===== src/rtl/fetch_unit_pkg.sv =====
// Shared definitions for the instruction fetch unit: FSM state encoding,
// reset defaults and the NOP instruction word.
package fetch_unit_pkg;

    typedef enum logic [1:0] {
        ST_IDLE  = 2'd0,
        ST_FETCH = 2'd1,
        ST_EXEC  = 2'd2
    } fetch_state_e;

    localparam logic [31:0] RESET_PC_DEFAULT = 32'h0000_0000;
    localparam logic [31:0] WRAP_PC_DEFAULT  = 32'hFFFF_FFFC;
    localparam logic [31:0] NOP_INSTR        = 32'h0000_0013;

endpackage : fetch_unit_pkg


===== src/rtl/fetch_unit_pc_next.sv =====
// Combinational next-PC selection: sequential step with wrap, or aligned branch target.
// With FETCH_MISALIGN_TRAP_EN the target keeps bit 1 and a set bit 1 is flagged.
module pc_next
    import fetch_unit_pkg::*;
#(
    parameter logic [31:0] RESET_PC = RESET_PC_DEFAULT,
    parameter logic [31:0] WRAP_PC  = WRAP_PC_DEFAULT
) (
    input  logic [31:0] pc_i,
    input  logic        next_pc_src_i,
    input  logic [31:0] br_target_i,
`ifdef FETCH_MISALIGN_TRAP_EN
    output logic        br_misalign_o,
`endif
    output logic [31:0] pc_plus4_o,
    output logic [31:0] next_pc_o
);

    logic [31:0] seq_pc;
    logic [31:0] tgt_pc;

    assign pc_plus4_o = pc_i + 32'd4;

    // Sequential fetch past the top word returns to the reset vector.
    assign seq_pc = (pc_i == WRAP_PC) ? RESET_PC : pc_plus4_o;

`ifdef FETCH_MISALIGN_TRAP_EN
    logic unused_tgt_bit0;
    assign unused_tgt_bit0 = br_target_i[0];
    assign tgt_pc          = {br_target_i[31:1], 1'b0};
    assign br_misalign_o   = br_target_i[1];
`else
    logic unused_tgt_bits;
    assign unused_tgt_bits = ^br_target_i[1:0];
    assign tgt_pc          = {br_target_i[31:2], 2'b00};
`endif

    assign next_pc_o = next_pc_src_i ? tgt_pc : seq_pc;

endmodule : pc_next


===== src/rtl/fetch_unit.sv =====
// Instruction fetch unit: IDLE/FETCH/EXEC sequencer holding PC and the fetched word.
// Optional macro FETCH_MISALIGN_TRAP_EN adds a sticky MisalignTrap output.
module fetch_unit
    import fetch_unit_pkg::*;
#(
    parameter logic [31:0] RESET_PC = RESET_PC_DEFAULT,
    parameter logic [31:0] WRAP_PC  = WRAP_PC_DEFAULT
) (
    input  logic        clk,
    input  logic        rst,
    input  logic        NextPCSrc,
    input  logic [31:0] BrTarget,
    input  logic        Stall,
    output logic        IMemReq,
    output logic [31:0] IMemAddr,
    input  logic        IMemAck,
    input  logic [31:0] IMemData,
    output logic [31:0] Instr,
    output logic [31:0] PC,
    output logic [31:0] PCPlus4,
`ifdef FETCH_MISALIGN_TRAP_EN
    output logic        MisalignTrap,
`endif
    output logic        InstrValid
);

    fetch_state_e state_q, state_d;
    logic [31:0]  pc_q, pc_d;
    logic [31:0]  instr_q, instr_d;
    logic [31:0]  next_pc;

`ifdef FETCH_MISALIGN_TRAP_EN
    logic trap_q, trap_d;
    logic br_misalign;
`endif

    pc_next #(
        .RESET_PC (RESET_PC),
        .WRAP_PC  (WRAP_PC)
    ) u_pc_next (
        .pc_i          (pc_q),
        .next_pc_src_i (NextPCSrc),
        .br_target_i   (BrTarget),
`ifdef FETCH_MISALIGN_TRAP_EN
        .br_misalign_o (br_misalign),
`endif
        .pc_plus4_o    (PCPlus4),
        .next_pc_o     (next_pc)
    );

    always_ff @(posedge clk or posedge rst) begin
        if (rst) begin
            state_q <= ST_IDLE;
            pc_q    <= RESET_PC;
            instr_q <= NOP_INSTR;
`ifdef FETCH_MISALIGN_TRAP_EN
            trap_q  <= 1'b0;
`endif
        end else begin
            state_q <= state_d;
            pc_q    <= pc_d;
            instr_q <= instr_d;
`ifdef FETCH_MISALIGN_TRAP_EN
            trap_q  <= trap_d;
`endif
        end
    end

    always_comb begin
        state_d = state_q;
        pc_d    = pc_q;
        instr_d = instr_q;
`ifdef FETCH_MISALIGN_TRAP_EN
        trap_d  = trap_q;
`endif
        case (state_q)
            ST_IDLE: begin
`ifdef FETCH_MISALIGN_TRAP_EN
                // A trapped core parks here until the next reset.
                if (!trap_q) begin
                    state_d = ST_FETCH;
                end
`else
                state_d = ST_FETCH;
`endif
            end
            ST_FETCH: begin
                // IMemData is only looked at on an acked cycle, so X elsewhere never lands in Instr.
                if (IMemAck) begin
                    instr_d = IMemData;
                    state_d = ST_EXEC;
                end
            end
            ST_EXEC: begin
                if (!Stall) begin
`ifdef FETCH_MISALIGN_TRAP_EN
                    if (NextPCSrc && br_misalign) begin
                        trap_d  = 1'b1;
                        state_d = ST_IDLE;
                    end else begin
                        pc_d    = next_pc;
                        state_d = ST_FETCH;
                    end
`else
                    pc_d    = next_pc;
                    state_d = ST_FETCH;
`endif
                end
            end
            default: begin
                state_d = ST_IDLE;
            end
        endcase
    end

    assign IMemReq    = (state_q == ST_FETCH);
    assign InstrValid = (state_q == ST_EXEC);
    assign IMemAddr   = pc_q;
    assign PC         = pc_q;
    assign Instr      = instr_q;
`ifdef FETCH_MISALIGN_TRAP_EN
    assign MisalignTrap = trap_q;
`endif

endmodule : fetch_unit


===== config.mk =====
export PLATFORM = sky130hd
export DESIGN_NAME = fetch_unit
export DESIGN_NICKNAME = d
export VERILOG_FILES = /design/src/rtl/fetch_unit_pkg.sv /design/src/rtl/fetch_unit_pc_next.sv /design/src/rtl/fetch_unit.sv
export SDC_FILE = /design/constraint.sdc
export NUM_CORES = 1
export LEC_CHECK = 0
export CAP_MARGIN = 20
export CORE_UTILIZATION = 43
export CTS_CLUSTER_DIAMETER = 30
export DETAILED_ROUTE_END_ITERATION = 6
export HOLD_SLACK_MARGIN = 0.06
export PLACE_DENSITY = 0.86
export SLEW_MARGIN = 5
export SYNTH_ARGS = -nofsm -noshare
export SYNTH_HDL_FRONTEND = slang
export SYNTH_SLANG_ARGS = --single-unit

===== constraint.sdc =====
create_clock -name clk -period 3.6 [get_ports clk]
set_input_delay 0.72 -clock clk [delete_from_list [all_inputs] [get_ports clk]]
set_output_delay 0.72 -clock clk [all_outputs]
set_load 0.05 [all_outputs]

==> impl_results.rst, run 1 <==
.. list-table::
   :header-rows: 1

   * - Metric
     - Value
   * - Status
     - completed
   * - Number of antenna violations at the first check in global routing
     - 0
   * - Reg-to-reg critical path endpoint
     - IMemAddr[21]
   * - Design Area, Final
     - 5760 sq um
   * - Arrival time at the worst endpoint
     - 2.78 ns
   * - Die area
     - 9240 sq um
   * - Initial cell density of the core
     - 45.4%
   * - Unrepaired setup endpoints after global routing
     - no
   * - Mean post-synth cell area
     - 9.77 sq um
   * - Placed wire-length estimate
     - 8380 um
   * - Post-synth EDFFs
     - 0
   * - Min cycle time layout
     - 3.50 ns
   * - Area fraction of the dominant cell type after synthesis
     - 40.1%
   * - Horizontal die dimension
     - 96.1 um
   * - Cell area after technology mapping
     - 3810 sq um
   * - CTS Root Cell
     - clkbuf_8
   * - Kind of capture point of the worst setup path
     - output port
   * - Synthesized instance count
     - 390
   * - Total wire length
     - 11300 um
   * - Leading area contributor after synthesis
     - dfrtp_1
   * - Wire length of the first global-routing pass
     - 17700 um
   * - Maximum single-stage delay on the critical path
     - 0.84 ns
   * - Met3 GRT Util
     - 9.24%
   * - Clock insertion delay at the later pin of the skew report
     - 0.34 ns
   * - Total number of vias
     - 3624
   * - Endpoint of the worst hold-timing path
     - state_q[0]
   * - Largest net degree at the start of global routing
     - 48
   * - Clock skew
     - 0.0119 ns
   * - Number of hold-slack violations in the final timing report
     - 0
   * - Gr usage total
     - 25.3%
   * - Transition time at the pin with the least slew margin
     - 1.07 ns
   * - Worst Setup SP
     - IMemAddr[4]
   * - # Max-Cap Violations
     - 0
   * - Final worst-path cycle share
     - 97.2%
   * - Critical setup path kind
     - reg -> out
   * - Num CTS Buffers
     - 9
   * - Total core area
     - 8380 sq um
   * - Met2 capacity usage during global routing
     - 42.8%
   * - Standard-cell row count
     - 33
   * - Max-slew violation total from the final report
     - 0
   * - Height of the die
     - 96.1 um
   * - Share of post-route cells with drive strength above 1
     - 16.4%
   * - Slew Limit Headroom
     - 28.3%
   * - Share of synthesized area occupied by flip-flops and latches
     - 42.1%
   * - Worst hold path type
     - reg -> reg
   * - Critical Path RT
     - 2.88 ns
   * - Ys Warns
     - 0
   * - Final net count
     - 614
   * - Final GP Congestion
     - 0.812
   * - Layout overhead on the synthesized area
     - 51.3%
   * - Average wire per standard cell
     - 17.3 um
   * - Count of nets left with antenna violations after detail routing
     - 0
   * - Residual DRC count
     - 0
   * - Number of detailed-route iterations in the first pass
     - 5
   * - Proportion of synthesized flip-flops having asynchronous set or reset
     - 100%
   * - Sink count of the clock tree
     - 64
   * - Most used routing layer
     - met2
   * - Launch instance of the worst register-to-register path
     - IMemAddr[2]
   * - Startpoint Class
     - register
   * - Synth unique cells
     - 52
   * - Sum of overflow across all layers after global routing
     - 0
   * - Clock slew at the register clock pins of the worst setup and hold paths
     - 0.08 ns
   * - Cell types occupying the most area after synthesis
     - dfrtp_1 (40%), mux2_2 (9.5%), buf_4 (7.7%)
   * - Iteration-0 DRC Markers
     - 152
   * - Cts repair resizes
     - 0
   * - Chain of cells forming the critical path
     - and3_1 -> and4_2 -> nand4_1 -> xnor2_1 -> clkdlybuf4s50_1
   * - Routed vias/inst
     - 5.54
   * - Critical path peak fanout
     - 9
   * - FMAX
     - 286 MHz
   * - Flip-flop and latch count after synthesis
     - 64
   * - Prevailing post-synth register cell
     - dfrtp_1
   * - Instance area at placement
     - 5560 sq um
   * - Crit path max-delay cell type
     - clkdlybuf4s50_1
   * - Setup Viol. Count Final
     - 0
   * - Number of top-level pins
     - 199
   * - Startpoint of the most critical hold path
     - state_q[1]
   * - Total negative slack
     - 0 ns
   * - Count of input and output buffers
     - 190
   * - Clock tree from TritonCTS
     - yes
   * - H-tree depth reported by CTS
     - 3
   * - Hold-fix buffers, CTS
     - 0
   * - Setup Buffers After CTS
     - 0
   * - Met1 global-route usage
     - 28.5%
   * - Number of cells on the worst reg-to-reg path
     - 7
   * - Clock Tree Buf Depth
     - 2
   * - End-of-flow core utilization
     - 68.8%
   * - Number of buffers and inverters on the critical path
     - 1
   * - Number of antenna diodes
     - 0
   * - Worst-case register-to-register setup slack
     - 0.95 ns
   * - Hold Path Depth
     - 1
   * - Via count of the first global-routing pass
     - 3630
   * - Family with the most delay on the worst path
     - simple AND/OR/NAND/NOR gates
## cells by family (layout without fill, tap and decap cells)
logic type               after synthesis  after routing  share of synthesized area [%]
buffers and inverters                 75            229                           11.9
AO/OA/AOI/OAI                         70             70                           13.2
flip-flops                            64             64                           42.1
adder cells (fa/ha/maj)                1              1                          0.328
XOR/XNOR                              27             27                           6.21
AND/OR/NAND/NOR                      120            120                           16.7
other                                  1              6                         0.0985
multiplexers                          32             32                           9.46
## synth_stat cells, drive strengths merged (6+ instances only)
cell	count
dfrtp	61
inv	12
o21ai	15
a22oi	8
xnor2	17
xor2	10
mux2	32
and3	7
nand2	25
nor4	6
nor2	20
a21oi	12
clkbuf	15
nand3	25
o2bb2ai	6
buf	48
nand4	10
nor3	10
## layout by cell type (no fill, tap or decap), types with 3 or more instances in the layout
cell             count
a21oi_1             12
a221oi_1             5
a22oi_1              8
a31o_2               4
a32oi_1              5
and2_1               3
and3_1               5
and4_4               3
buf_12               3
buf_4               16
clkbuf_8             9
clkdlybuf4s50_1    180
conb_1               6
dfrtp_1             61
dfstp_2              3
inv_1               11
mux2_2              32
nand2_1             25
nand3_1             25
nand4_1             10
nor2_1              20
nor3_1               9
nor4_1               5
o21ai_0             14
o22ai_1              4
o2bb2ai_1            6
o31a_2               3
xnor2_1             16
xor2_1              10
## stage by stage
step / cells / setup WS (ns) / hold WS [ns]
2_1_floorplan: 395 / 0.210 / 0.472
3_3_place_gp: 638 / 0.461 / 0.486
3_5_place_dp: 638 / 0.411 / 0.495
4_1_cts: 654 / 0.0381 / 0.508
5_1_grt: 654 / 0.00263 / 0.533
6_report: 654 / 0.102 / 0.506
## registers in the layout, indices dropped and copies added, names as in the netlist
| register | count |
|---|---|
| state_q | 2 |
| IMemAddr | 30 |
| Instr | 32 |
## layer usage
metal | up-vias | wire [um]
li1 | 1658 | -
met1 | 1747 | 4190
met2 | 194 | 5610
met3 | 25 | 1210
met4 | 0 | 278
met5 | - | 0
## how the worst max path moves through the flow
stage | depth (start not counted) | end | slack (ns)
3_3_place_gp | 5 | PCPlus4[29] | 0.46
5_1_grt | 5 | PCPlus4[29] | 0.003
3_5_place_dp | 5 | PCPlus4[29] | 0.41
2_1_floorplan | 5 | PCPlus4[14] | 0.21
6_report | 5 | PCPlus4[29] | 0.10
4_1_cts | 5 | PCPlus4[29] | 0.04
## final cells by class
class                   count  area (sq um)
repair buffers            201          2010
flip-flops and latches     64          1610
clock inverters             5          57.6
multi-input cells         256          1790
well taps                 105           131
fillers                   652          2620
clock buffers              11           131
inverters                  12          45.0
Power of run 1 is left out: the tool's default activity adds up to more than one toggle a clock period on the data nets, which glitch-free logic cannot reach.
==> inputs of run 2 (changes only) <==
REMOVE_ABC_BUFFERS = 1   (was default)
==> run 2 against run 1 <==
Register-to-register slack improved by 0.33 ns. Cell count shrank 0.46%. Critical path depth up 1. Clock-buffer cell count is 1 lower. First-iteration DRC count up 2.0%. Design area rose by 0.33%. Clock skew is 0.0041 ns lower. Routed wire length is 0.90% lower. Global-route usage shrank 1.3 points. Sequential cell count stayed put. Non-clock buffer count shrank 3. Critical endpoint is now PCPlus4[18]. Highest routed layer unchanged.
==> impl_results.rst, run 2 (same netlist as run 1, synthesis figures left out) <==
.. list-table::
   :header-rows: 1

   * - Metric
     - Value
   * - Max-slew violation total from the final report
     - 0
   * - Number of antenna diodes
     - 0
   * - Number of antenna violations at the first check in global routing
     - 0
   * - Unrepaired setup endpoints after global routing
     - no
   * - Height of the die
     - 96.1 um
   * - Startpoint Class
     - register
   * - Final worst-path cycle share
     - 96.8%
   * - Number of top-level pins
     - 199
   * - Hold slack final
     - 0.511 ns
   * - Total core area
     - 8380 sq um
   * - Clock Tree Buf Depth
     - 2
   * - WL met1
     - 4290 um
   * - Average wire per standard cell
     - 17.2 um
   * - Total wire length
     - 11200 um
   * - Horizontal die dimension
     - 96.1 um
   * - Kind of capture point of the worst setup path
     - output port
   * - Number of cells on the worst reg-to-reg path
     - 7
   * - Sum of overflow across all layers after global routing
     - 0
   * - Number of detailed-route iterations in the first pass
     - 5
   * - Total length of routed met2 wires
     - 5690 um
   * - Arrival time at the worst endpoint
     - 2.76 ns
   * - Via count of the first global-routing pass
     - 3388
   * - Initial cell density of the core
     - 45.4%
   * - Chain of cells forming the critical path
     - ha_1 -> and4_4 -> and3_4 -> and2_2 -> xor2_1 -> clkdlybuf4s50_1
   * - Highest-count cells in the layout ignoring fill and taps
     - clkdlybuf4s50_1 (175), dfrtp_1 (61), mux2_2 (32)
   * - Iteration-0 DRC Markers
     - 155
   * - Number of buffers and inverters on the critical path
     - 1
   * - Placed wire-length estimate
     - 8210 um
   * - Num CTS Buffers
     - 9
   * - Count of nets left with antenna violations after detail routing
     - 0
   * - Count of input and output buffers
     - 190
   * - Share of post-route cells with drive strength above 1
     - 16.5%
   * - Flip-flop count of the largest register, all copies and words added
     - 32
   * - Final net count
     - 611
   * - Setup Viol. Count Final
     - 0
   * - Worst hold path type
     - reg -> reg
   * - Residual DRC count
     - 0
   * - FMAX
     - 287 MHz
   * - Sink count of the clock tree
     - 64
   * - Total of fill cells in the finished design
     - 637
   * - Hold Path Depth
     - 1
   * - Crit path max-delay cell type
     - clkdlybuf4s50_1
   * - Min cycle time layout
     - 3.48 ns
   * - Family with the most delay on the worst path
     - buffers and inverters
   * - Gr usage total
     - 24.0%
   * - Clock tree from TritonCTS
     - yes
   * - Slew Limit Headroom
     - 43.1%
   * - Total number of vias
     - 3536
   * - Critical Path RT
     - 2.88 ns
   * - Clock insertion delay at the later pin of the skew report
     - 0.34 ns
   * - Routed vias/inst
     - 5.43
   * - Number of hold-slack violations in the final timing report
     - 0
   * - Highest metal used
     - met4
   * - Final GP Congestion
     - 0.794
   * - Standard-cell row count
     - 33
   * - H-tree depth reported by CTS
     - 3
   * - Layout overhead on the synthesized area
     - 51.8%
   * - Most frequent standard cell in the layout excluding fill and tap cells
     - clkdlybuf4s50_1
   * - Critical path peak fanout
     - 7
   * - Maximum single-stage delay on the critical path
     - 0.81 ns
   * - # Max-Cap Violations
     - 0
   * - Die area
     - 9240 sq um
   * - CTS Root Cell
     - clkbuf_8
   * - Status
     - completed
   * - Logic depth of the worst setup path including buffers
     - 6
   * - Critical setup path kind
     - reg -> out
   * - Largest net degree at the start of global routing
     - 49
   * - Detail Route met3 WL
     - 1080 um
   * - Transition time at the pin with the least slew margin
     - 0.854 ns
   * - Clock skew
     - 0.00778 ns
   * - Wire length of the first global-routing pass
     - 16700 um
   * - Clock slew at the register clock pins of the worst setup and hold paths
     - 0.08 ns
==> run 2: worst paths after layout <==
path                              from            to  slack [ns]
max in group asynchronous          rst      Instr[1]        2.19
hold / removal               Instr[21]     Instr[21]        0.51
hold reg to reg              Instr[21]     Instr[21]        0.51
min in group asynchronous          rst     Instr[14]        0.67
setup reg to reg           IMemAddr[3]  IMemAddr[15]        1.28
setup / recovery           IMemAddr[3]   PCPlus4[18]        0.12
==> run 2: layout make-up <==
cell class              instances  area, sq um  area share (%)
clock inverters                 6         92.6            1.60
flip-flops and latches         64         1610            27.8
inverters                      12         45.0           0.779
repair buffers                198         1990            34.4
well taps                     105          131            2.27
clock buffers                  10          138            2.38
multi-input cells             256         1780            30.8
==> run 2: repair_timing <==
action	4_1_cts	5_1_grt
hold buffers	0	0
endpoints found under the setup margin	0	6
gates resized for setup	0	7
setup buffers	0	0
==> run 2: worst reg2reg max path: cells and delay by family, from the launching register on <==
family	cells	cell delay, ns
AND/OR/NAND/NOR	2	0.44
flip-flops	1	0.45
adder cells (fa/ha/maj)	1	0.27
AO/OA/AOI/OAI	3	0.74
buffers and inverters	1	0.35
==> run 2: per-stage QoR <==
step	util (%)	setup WS (ns)	setup TNS, ns	instances	area [sq um]
4_1_cts	68.7	0.0409	0	651	5760
6_report	69.0	0.116	0	651	5780
3_3_place_gp	66.0	0.482	0	635	5530
3_5_place_dp	66.0	0.424	0	635	5530
2_1_floorplan	-	-0.353	-0.777	332	3420
5_1_grt	69.0	0.00465	0	651	5780
==> run 2: metal layers <==
layer	vias to the layer above	track usage, %
met2	173	43.4
met1	1694	27.3
met4	0	7.34
li1	1657	-
met5	-	0
met3	12	6.87
Power of run 2 is left out for the same reason.
==> inputs of run 3 (changes only) <==
MAX_ROUTING_LAYER = met4   (was default)
TNS_END_PERCENT = 10   (was default)
==> run 3 against run 2 <==
Critical path depth unchanged. Maximum frequency up 0.13%. Global-route usage up 0.70 points. Via count about the same. Design area unchanged. Routed wire length about the same. Highest routed layer unchanged.
==> impl_results.rst, run 3 (same netlist as run 1, synthesis figures left out) <==
.. list-table::
   :header-rows: 1

   * - Metric
     - Value
   * - Routed vias/inst
     - 5.43
   * - CTS Root Cell
     - clkbuf_8
   * - Unrepaired setup endpoints after global routing
     - no
   * - Total core area
     - 8380 sq um
   * - Min cycle time layout
     - 3.48 ns
   * - Number of top-level pins
     - 199
   * - Share of post-route cells with drive strength above 1
     - 16.5%
   * - Clock insertion delay at the later pin of the skew report
     - 0.34 ns
   * - Clock tree from TritonCTS
     - yes
   * - Initial cell density of the core
     - 45.4%
   * - Multi-input gate area
     - 1780 sq um
   * - Kind of capture point of the worst setup path
     - output port
   * - Die area
     - 9240 sq um
   * - Critical setup path kind
     - reg -> out
   * - Hold Path Depth
     - 1
   * - Slew Limit Headroom
     - 43.0%
   * - Max-slew violation total from the final report
     - 0
   * - Number of hold-slack violations in the final timing report
     - 0
   * - Setup Viol. Count Final
     - 0
   * - Critical path peak fanout
     - 7
   * - Average wire per standard cell
     - 17.2 um
   * - Total wire length
     - 11200 um
   * - Via count of the first global-routing pass
     - 3399
   * - Transition time at the pin with the least slew margin
     - 0.856 ns
   * - Placed wire-length estimate
     - 8210 um
   * - Horizontal die dimension
     - 96.1 um
   * - Highest-count cells in the layout ignoring fill and taps
     - clkdlybuf4s50_1 (175), dfrtp_1 (61), mux2_2 (32)
   * - Residual DRC count
     - 0
   * - Flip-flop count of the largest register, all copies and words added
     - 32
   * - Clock slew at the register clock pins of the worst setup and hold paths
     - 0.08 ns
   * - FF+latch area
     - 1610 sq um
   * - Number of detailed-route iterations in the first pass
     - 5
   * - Iteration-0 DRC Markers
     - 165
   * - Wire length of the first global-routing pass
     - 16700 um
   * - Height of the die
     - 96.1 um
   * - Chain of cells forming the critical path
     - ha_1 -> and4_4 -> and3_4 -> and2_2 -> xor2_1 -> clkdlybuf4s50_1
   * - Clock Tree Buf Depth
     - 2
   * - Setup Buffers After CTS
     - 0
   * - Number of cells on the worst reg-to-reg path
     - 7
   * - Final net count
     - 611
   * - Worst hold path type
     - reg -> reg
   * - Number of antenna diodes
     - 0
   * - Critical Path RT
     - 2.88 ns
   * - Standard-cell row count
     - 33
   * - Num CTS Buffers
     - 9
   * - Clock skew
     - 0.00841 ns
   * - Status
     - completed
   * - Layout overhead on the synthesized area
     - 51.8%
   * - Hold slack final
     - 0.511 ns
   * - FMAX
     - 287 MHz
   * - H-tree depth reported by CTS
     - 3
   * - Sink count of the clock tree
     - 64
   * - Arrival time at the worst endpoint
     - 2.76 ns
   * - Total number of vias
     - 3537
   * - Count of nets left with antenna violations after detail routing
     - 0
   * - Final GP Congestion
     - 0.806
   * - Final worst-path cycle share
     - 96.6%
   * - Most frequent standard cell in the layout excluding fill and tap cells
     - clkdlybuf4s50_1
   * - Gr usage total
     - 24.7%
   * - Sum of overflow across all layers after global routing
     - 0
   * - Crit path max-delay cell type
     - clkdlybuf4s50_1
   * - Number of antenna violations at the first check in global routing
     - 0
   * - Count of input and output buffers
     - 190
   * - Total of fill cells in the finished design
     - 637
   * - Startpoint Class
     - register
   * - Largest net degree at the start of global routing
     - 49
   * - # Max-Cap Violations
     - 0
   * - Maximum single-stage delay on the critical path
     - 0.81 ns
==> run 3: final timing paths <==
kind                             startpoint           end  slack, ns
worst max-delay path            IMemAddr[3]   PCPlus4[18]       0.12
worst min-delay path              Instr[21]     Instr[21]       0.51
worst max register to register  IMemAddr[3]  IMemAddr[15]       1.28
worst min register to register    Instr[21]     Instr[21]       0.51
max in group asynchronous               rst      Instr[1]       2.19
min in group asynchronous               rst     Instr[14]       0.67
==> run 3: area by class of cell <==
cell class | count | area share [%]
clock buffer | 10 | 2.38
clock inverter | 6 | 1.60
inverter | 12 | 0.779
multi-input combinational | 256 | 30.8
sequential | 64 | 27.8
tap | 105 | 2.27
timing repair buffer | 198 | 34.4
==> run 3: repair_timing <==
| item | 4_1_cts | 5_1_grt |
|---|---|---|
| setup endpoints to repair | 0 | 6 |
| resized for setup | 0 | 7 |
| endpoints found under the hold margin | 0 | 0 |
| hold buffers | 0 | 0 |
==> run 3: worst max-delay path: cells and delay by family, from the launching register on <==
kind,cells,cell delay [ns]
xor+xnor,1,0.14
fa+ha+maj,1,0.29
buf+inv,1,0.81
flops,1,0.45
simple gates,3,0.73
==> run 3: metrics by stage <==
step / cells / utilization [%] / setup TNS [ns] / cell area [sq um] / setup WS [ns]
2_1_floorplan: 332 / - / -0.777 / 3420 / -0.353
3_3_place_gp: 635 / 66.0 / 0 / 5530 / 0.482
3_5_place_dp: 635 / 66.0 / 0 / 5530 / 0.424
4_1_cts: 651 / 68.7 / 0 / 5760 / 0.0409
5_1_grt: 651 / 69.0 / 0 / 5780 / 0.00218
6_report: 651 / 69.0 / 0 / 5780 / 0.121
==> run 3: layer usage <==
metal | track usage, % | wire [um]
met5 | - | 0
met4 | 7.71 | 126
met3 | 5.45 | 965
met2 | 43.1 | 5700
met1 | 28.2 | 4390
Power of run 3 is left out for the same reason.
